===== src/rtl/seg_scan_driver.sv =====
// seg_scan_driver
// Time-multiplexed 7-segment scan driver. Each digit owns one slot of SCAN_DIV
// cycles; the first BLANK_CYC cycles of every slot are dark to suppress ghosting.
// Digits 0..NUM_DIGITS/2-1 drive seg_lo, the rest drive seg_hi. New codes are
// loaded into a pending buffer and committed only at the frame boundary, so a
// frame is never torn.
// Optional feature: define SEG_DIM_EN to add the 3-bit 'bright' input, which
// shortens the lit part of each slot to (bright+1)/8 of its non-blank length.

`ifndef DIGIT0
`define DIGIT0     8'h3f
`define DIGIT1     8'h06
`define DIGIT2     8'h5b
`define DIGIT3     8'h4f
`define DIGIT4     8'h66
`define DIGIT5     8'h6d
`define DIGIT6     8'h7d
`define DIGIT7     8'h07
`define DIGIT8     8'h7f
`define DIGIT9     8'h6f
`define DIGITA     8'h77
`define DIGITU     8'h3e
`define DIGITC     8'h39
`define DIGITL     8'h38
`define DIGITE     8'h79
`define DIGIT_NULL 8'h00
`endif

module seg_scan_driver #(
    parameter int NUM_DIGITS = 8,
    parameter int SCAN_DIV   = 25000,
    parameter int BLANK_CYC  = 500,
    parameter int BLINK_DIV  = 12500000
) (
    input  logic                    clk,
    input  logic                    rst,
    input  logic                    en,
    input  logic                    load,
    input  logic [4*NUM_DIGITS-1:0] codes,
    input  logic [NUM_DIGITS-1:0]   dp,
    input  logic [NUM_DIGITS-1:0]   blink_mask,
`ifdef SEG_DIM_EN
    input  logic [2:0]              bright,
`endif
    output logic [7:0]              seg_lo,
    output logic [7:0]              seg_hi,
    output logic [NUM_DIGITS-1:0]   tub_sel,
    output logic                    frame_tick,
    output logic                    upd_done
);

    localparam int SW = (SCAN_DIV > 1) ? $clog2(SCAN_DIV) : 1;
    localparam int IW = $clog2(NUM_DIGITS);
    localparam int BW = (BLINK_DIV > 1) ? $clog2(BLINK_DIV) : 1;

    localparam logic [SW-1:0]         SLOT_LAST  = SW'(SCAN_DIV - 1);
    localparam logic [SW-1:0]         BLANK_END  = SW'(BLANK_CYC);
    localparam logic [IW-1:0]         IDX_LAST   = IW'(NUM_DIGITS - 1);
    localparam logic [IW-1:0]         IDX_HALF   = IW'(NUM_DIGITS / 2);
    localparam logic [BW-1:0]         BLINK_LAST = BW'(BLINK_DIV - 1);
    localparam logic [NUM_DIGITS-1:0] TUB_ONE    = NUM_DIGITS'(1);

    logic [SW-1:0]           slot_cnt;
    logic [IW-1:0]           idx;
    logic [BW-1:0]           blink_cnt;
    logic                    blink_ph;
    logic [4*NUM_DIGITS-1:0] disp_codes;
    logic [4*NUM_DIGITS-1:0] pend_codes;
    logic [NUM_DIGITS-1:0]   disp_dp;
    logic [NUM_DIGITS-1:0]   pend_dp;
    logic                    pend_valid;
    logic                    slot_wrap;
    logic                    boundary;
    logic                    lit_win;

    logic [3:0]              cur_code;
    logic [7:0]              cur_glyph;
    logic                    digit_on;
    logic                    seg_on;
    logic [NUM_DIGITS-1:0]   tub_nxt;
    logic [7:0]              seg_lo_nxt;
    logic [7:0]              seg_hi_nxt;

    assign slot_wrap = (slot_cnt == SLOT_LAST);
    assign boundary  = slot_wrap && (idx == IDX_LAST);

    function automatic logic [7:0] glyph(input logic [3:0] code);
        logic [7:0] g;
        case (code)
            4'h0:    g = `DIGIT0;
            4'h1:    g = `DIGIT1;
            4'h2:    g = `DIGIT2;
            4'h3:    g = `DIGIT3;
            4'h4:    g = `DIGIT4;
            4'h5:    g = `DIGIT5;
            4'h6:    g = `DIGIT6;
            4'h7:    g = `DIGIT7;
            4'h8:    g = `DIGIT8;
            4'h9:    g = `DIGIT9;
            4'hA:    g = `DIGITA;
            4'hB:    g = `DIGITU;
            4'hC:    g = `DIGITC;
            4'hD:    g = `DIGITL;
            4'hE:    g = `DIGITE;
            default: g = `DIGIT_NULL;
        endcase
        return g;
    endfunction

    // Slot counter and digit index; they free-run regardless of en.
    always_ff @(posedge clk) begin
        if (!rst) begin
            slot_cnt <= '0;
            idx      <= '0;
        end else if (slot_wrap) begin
            slot_cnt <= '0;
            idx      <= (idx == IDX_LAST) ? '0 : idx + 1'b1;
        end else begin
            slot_cnt <= slot_cnt + 1'b1;
        end
    end

    // Blink half-period timer and phase.
    always_ff @(posedge clk) begin
        if (!rst) begin
            blink_cnt <= '0;
            blink_ph  <= 1'b0;
        end else if (blink_cnt == BLINK_LAST) begin
            blink_cnt <= '0;
            blink_ph  <= ~blink_ph;
        end else begin
            blink_cnt <= blink_cnt + 1'b1;
        end
    end

    // Pending/display double buffer. At a boundary the old pending data commits
    // even if a new load lands in the same cycle; that load stays pending.
    always_ff @(posedge clk) begin
        if (!rst) begin
            disp_codes <= '1;
            disp_dp    <= '0;
            pend_codes <= '1;
            pend_dp    <= '0;
            pend_valid <= 1'b0;
        end else begin
            if (boundary && pend_valid) begin
                disp_codes <= pend_codes;
                disp_dp    <= pend_dp;
            end
            if (load) begin
                pend_codes <= codes;
                pend_dp    <= dp;
                pend_valid <= 1'b1;
            end else if (boundary) begin
                pend_valid <= 1'b0;
            end
        end
    end

`ifdef SEG_DIM_EN
    localparam int LW       = SW + 1;
    localparam int LIT_SPAN = SCAN_DIV - BLANK_CYC;

    logic [LW-1:0] lit_len;
    logic [LW-1:0] lit_len_nxt;
    logic [SW-1:0] slot_off;

    assign lit_len_nxt = LW'(((int'(bright) + 1) * LIT_SPAN) >> 3);
    assign slot_off    = slot_cnt - BLANK_END;
    assign lit_win     = ({1'b0, slot_off} < lit_len);

    // Brightness is latched at slot start so a slot's lit length never changes mid-slot.
    always_ff @(posedge clk) begin
        if (!rst || slot_wrap) begin
            lit_len <= lit_len_nxt;
        end
    end
`else
    assign lit_win = 1'b1;
`endif

    // Next values for the output registers, derived from the current counter state.
    always_comb begin
        cur_code   = disp_codes[{idx, 2'b00} +: 4];
        cur_glyph  = glyph(cur_code) | {disp_dp[idx], 7'b0};
        digit_on   = en && (slot_cnt >= BLANK_END) && lit_win;
        seg_on     = digit_on && !(blink_ph && blink_mask[idx]);
        tub_nxt    = '0;
        seg_lo_nxt = 8'h00;
        seg_hi_nxt = 8'h00;
        if (digit_on) begin
            tub_nxt = TUB_ONE << idx;
        end
        if (seg_on) begin
            if (idx < IDX_HALF) begin
                seg_lo_nxt = cur_glyph;
            end else begin
                seg_hi_nxt = cur_glyph;
            end
        end
    end

    // Output registers: digit select, segment buses and the boundary pulses move together.
    always_ff @(posedge clk) begin
        if (!rst) begin
            tub_sel    <= '0;
            seg_lo     <= 8'h00;
            seg_hi     <= 8'h00;
            frame_tick <= 1'b0;
            upd_done   <= 1'b0;
        end else begin
            tub_sel    <= tub_nxt;
            seg_lo     <= seg_lo_nxt;
            seg_hi     <= seg_hi_nxt;
            frame_tick <= boundary;
            upd_done   <= boundary && pend_valid;
        end
    end

endmodule


===== config.mk =====
export PLATFORM = sky130hd
export DESIGN_NAME = seg_scan_driver
export DESIGN_NICKNAME = d
export VERILOG_FILES = /design/src/rtl/seg_scan_driver.sv
export SDC_FILE = /design/constraint.sdc
export NUM_CORES = 1
export LEC_CHECK = 0
export ABC_CLOCK_PERIOD_IN_PS = 3000
export CORE_MARGIN = 2
export CORE_UTILIZATION = 55
export CTS_CLUSTER_DIAMETER = 60
export CTS_CLUSTER_SIZE = 8
export DETAILED_ROUTE_END_ITERATION = 16
export HOLD_SLACK_MARGIN = 0.15
export PLACE_DENSITY = 0.79
export RECOVER_POWER = 50
export SLEW_MARGIN = 20
export SYNTH_ARGS = -nofsm -noshare
export SYNTH_HDL_FRONTEND = slang
export SYNTH_SLANG_ARGS = --single-unit

===== constraint.sdc =====
create_clock -name clk -period 3 [get_ports clk]
set_input_delay 0.9 -clock clk [delete_from_list [all_inputs] [get_ports clk]]
set_output_delay 0.9 -clock clk [all_outputs]
set_load 0.1 [all_outputs]

==> results of run 1 <==
## routing by layer
metal	vias up	global-route usage, %	wire (um)
met2	94	38.8	6290
met3	17	7.29	612
met4	0	7.96	172
met5	-	0	0
met1	2163	26.9	5700
li1	2302	-	-
## layout make-up
type	count	area, um2	area share, %
Sequential cell	150	3000	40.4
Multi-Input combinational cell	445	2920	39.3
Timing Repair Buffer	89	681	9.17
Clock buffer	24	470	6.34
Tap cell	140	175	2.36
Clock inverter	7	120	1.62
Inverter	16	60.1	0.809
## stage by stage
step           utilization, %  std cells  worst slack, ns  power, mW  hold slack (ns)
2_1_floorplan               -        645            0.727       2.19            0.430
6_report                 68.2        871            0.330       4.37            0.456
3_5_place_dp             63.9        840            0.359       2.29            0.449
3_3_place_gp             63.9        840            0.435       2.28            0.443
5_1_grt                  68.2        871            0.171       4.50            0.480
4_1_cts                  69.3        871            0.359       4.40            0.458
## worst paths after layout
kind | startpoint | to | depth (start not counted)
worst max-delay path | blink_cnt[0]$_SDFF_PP0_ | blink_cnt[12]$_SDFF_PP0_ | 6
worst max register to register | blink_cnt[0]$_SDFF_PP0_ | blink_cnt[12]$_SDFF_PP0_ | 6
worst min register to register | pend_dp[6]$_SDFFE_PN0P_ | disp_dp[6]$_SDFFE_PN0P_ | 2
worst min-delay path | pend_dp[6]$_SDFFE_PN0P_ | disp_dp[6]$_SDFFE_PN0P_ | 2
## critical path, cell delays in order, from the launching register on
cell and delay, ns:
dfxtp_1 0.37, ha_1 0.22, nand4_1 0.24, nor4_1 0.55, nand2b_1 0.17, clkbuf_1 0.80, nor2_1 0.14
## cells in the mapped netlist, drive strengths merged
cell type / number / area, um2
o21ai: 3 / 15.0
xor2: 18 / 158
a311oi: 1 / 8.76
xnor2: 17 / 149
ha: 14 / 175
or3: 3 / 18.8
a21boi: 8 / 90.1
nand4: 9 / 56.3
or2: 3 / 18.8
nand3: 49 / 245
clkbuf: 22 / 82.6
mux2: 1 / 11.3
nor2: 58 / 218
and3: 7 / 43.8
nor3b: 1 / 7.51
mux2i: 57 / 574
nor4: 5 / 46.3
o22ai: 1 / 6.26
dfxtp: 150 / 3000
inv: 16 / 60.1
nand2b: 3 / 18.8
nor4b: 1 / 8.76
nand2: 131 / 512
nor3: 9 / 45.0
nor2b: 12 / 75.1
nand4bb: 1 / 11.3
nand4b: 1 / 8.76
mux4: 12 / 270
buf: 12 / 81.3
and2: 14 / 87.6
or4: 1 / 11.3
a21oi: 4 / 20.0
and4: 1 / 8.76
## report_power, final
group / leakage (nW) / internal, mW / switching, mW
Combinational: 1.46 / 0.107 / 0.0772
Clock: 0.285 / 1.33 / 0.789
Sequential: 1.22 / 2.03 / 0.0276
Total: 2.96 / 3.47 / 0.894
## registers in the layout (all words and copies together), names as in the netlist, 15 cells and up
name        cells
blink_cnt      24
disp_codes     32
pend_codes     32
slot_cnt       15
## cell usage in the layout (no fill, tap or decap), types with 14 or more instances in the layout
| cell | instances |
|---|---|
| clkbuf_1 | 32 |
| inv_1 | 16 |
| xor2_1 | 18 |
| nand2_1 | 123 |
| xnor2_1 | 17 |
| clkdlybuf4s50_1 | 48 |
| nor2_1 | 58 |
| nand3_1 | 49 |
| mux2i_1 | 56 |
| ha_1 | 14 |
| dfxtp_1 | 150 |
| clkbuf_16 | 16 |
## cells by family after synthesis
logic type      synth area share, %
simple gates                   23.5
flops                          48.9
compound gates                 2.28
xor+xnor                       4.99
mux                            13.9
buf+inv                        3.64
fa+ha+maj                      2.85
==> summary.md, run 1 <==
| Metric | Value |
|---|---|
| Yosys reg bits | 150 |
| Seq/Total Area, Yosys | about half |
| Unique masters post-synth | 40 |
| Clk pin slew, worst setup/hold paths | 0.06 ns |
| First-pass GRT wire length | 20,800 um |
| Total clock sinks | 150 |
| Die Width | 110 um |
| Layout area overhead | 20.8% |
| Final Hold Fails | 0 |
| DRC viols | 0 |
| Total GRT Usage | between 20% and 30% |
| Via count | around 4,600 |
| CP max FO | 24 |
| Max IR drop VDD | 0.474 mV |
| CTS Hold Bufs | 0 |
| DR pass1 iterations | 4 |
| Post-route clock period utilization | 89.0% |
| Final ANT Viol Nets | 0 |
| Largest net degree at the start of global routing | 42 |
| Leak pwr | 2.96 nW |
| Site Rows | 38 |
| Max clock buf depth | 2 |
| CTS tree | done |
| Failing checks | max-capacitance violations |
| Initial antenna violation count | 0 |
| HPWL Detailed | 8860 um |
| Worst slew pin tran | around 1.5 ns |
| Kind of critical path | reg2reg |
| GRT Residual Overflow | 0 |
| Final setup viols | 0 |
| Final instance area | roughly 7400 um2 |
| Io pins | 78 |
| # port buffers | 77 |
| Drt via density | around 5.3 |
| Worst min-delay path class | reg2reg |
| Fmax achieved | 375 MHz |
| Post-layout minimum cycle time | 2.67 ns |
| Total negative slack | 0 ns |
| Fin Clk Skew | 0.00647 ns |
| Mapped cell area | 6150 um2 |
| # H-tree levels | 4 |
| Avg Cell Area, Syn | 9.53 um2 |
| Number of diodes | 0 |
| Setup Fix Bufs, Post-CTS | 0 |
| Power density cells | 588 nW/um2 |
| YS warnings | 0 |
| CP Capture Type | flip-flop |
| Status | finished, violations left |
| Share of cells above drive strength 1 | 9.99% |
| Syn Nets | about 700 |
| Starting Density | 56.4% |
| Core Region | about 11,000 um2 |
| Data arrival, critical path | 3.04 ns |
| Die H | ~110 um |
| Placer congestion estimate | slightly above 0.8 |
| Initial DRC Count | between 200 and 250 |
| Critical Path RT | 3.37 ns |
| Post-CTS sizing | 0 |
| Vias in the first global route | 4,446 |
| Routed length per placed instance | 14.7 um |
| CTS Root Cell | clkbuf_8 |
| Reg2Reg Setup Slack | 0.33 ns |
| RSZ-0062 raised after global routing | no |
| Total wire length | around 13,000 um |
| Filler cells | about 840 |
| Area post-placement | 6960 um2 |
| Die ar. | 12,000 um2 |
| Nets | 785 |
| Max Cap Viol | 1 |
| CTS buffer count | 17 |
| Clk_lat worst skew | around 0.54 ns |
| Critical path launch point type | flip-flop |
| Max-slew violation count | 0 |
| Relative slew slack | less than 1% |
| Cells after synthesis | 645 |
(Power assumes the default switching activity.)
==> run 2, diff against run 1 <==
--- a/config.mk
+++ b/config.mk
@@ -14,7 +14,8 @@
 export HOLD_SLACK_MARGIN = 0.15
 export PLACE_DENSITY = 0.79
 export RECOVER_POWER = 50
-export SLEW_MARGIN = 20
+export SETUP_SLACK_MARGIN = 0.05
+export SLEW_MARGIN = 10
 export SYNTH_ARGS = -nofsm -noshare
 export SYNTH_HDL_FRONTEND = slang
 export SYNTH_SLANG_ARGS = --single-unit
==> results of run 2 <==
Final layout, timing and power as in run 1 (identical DEF).
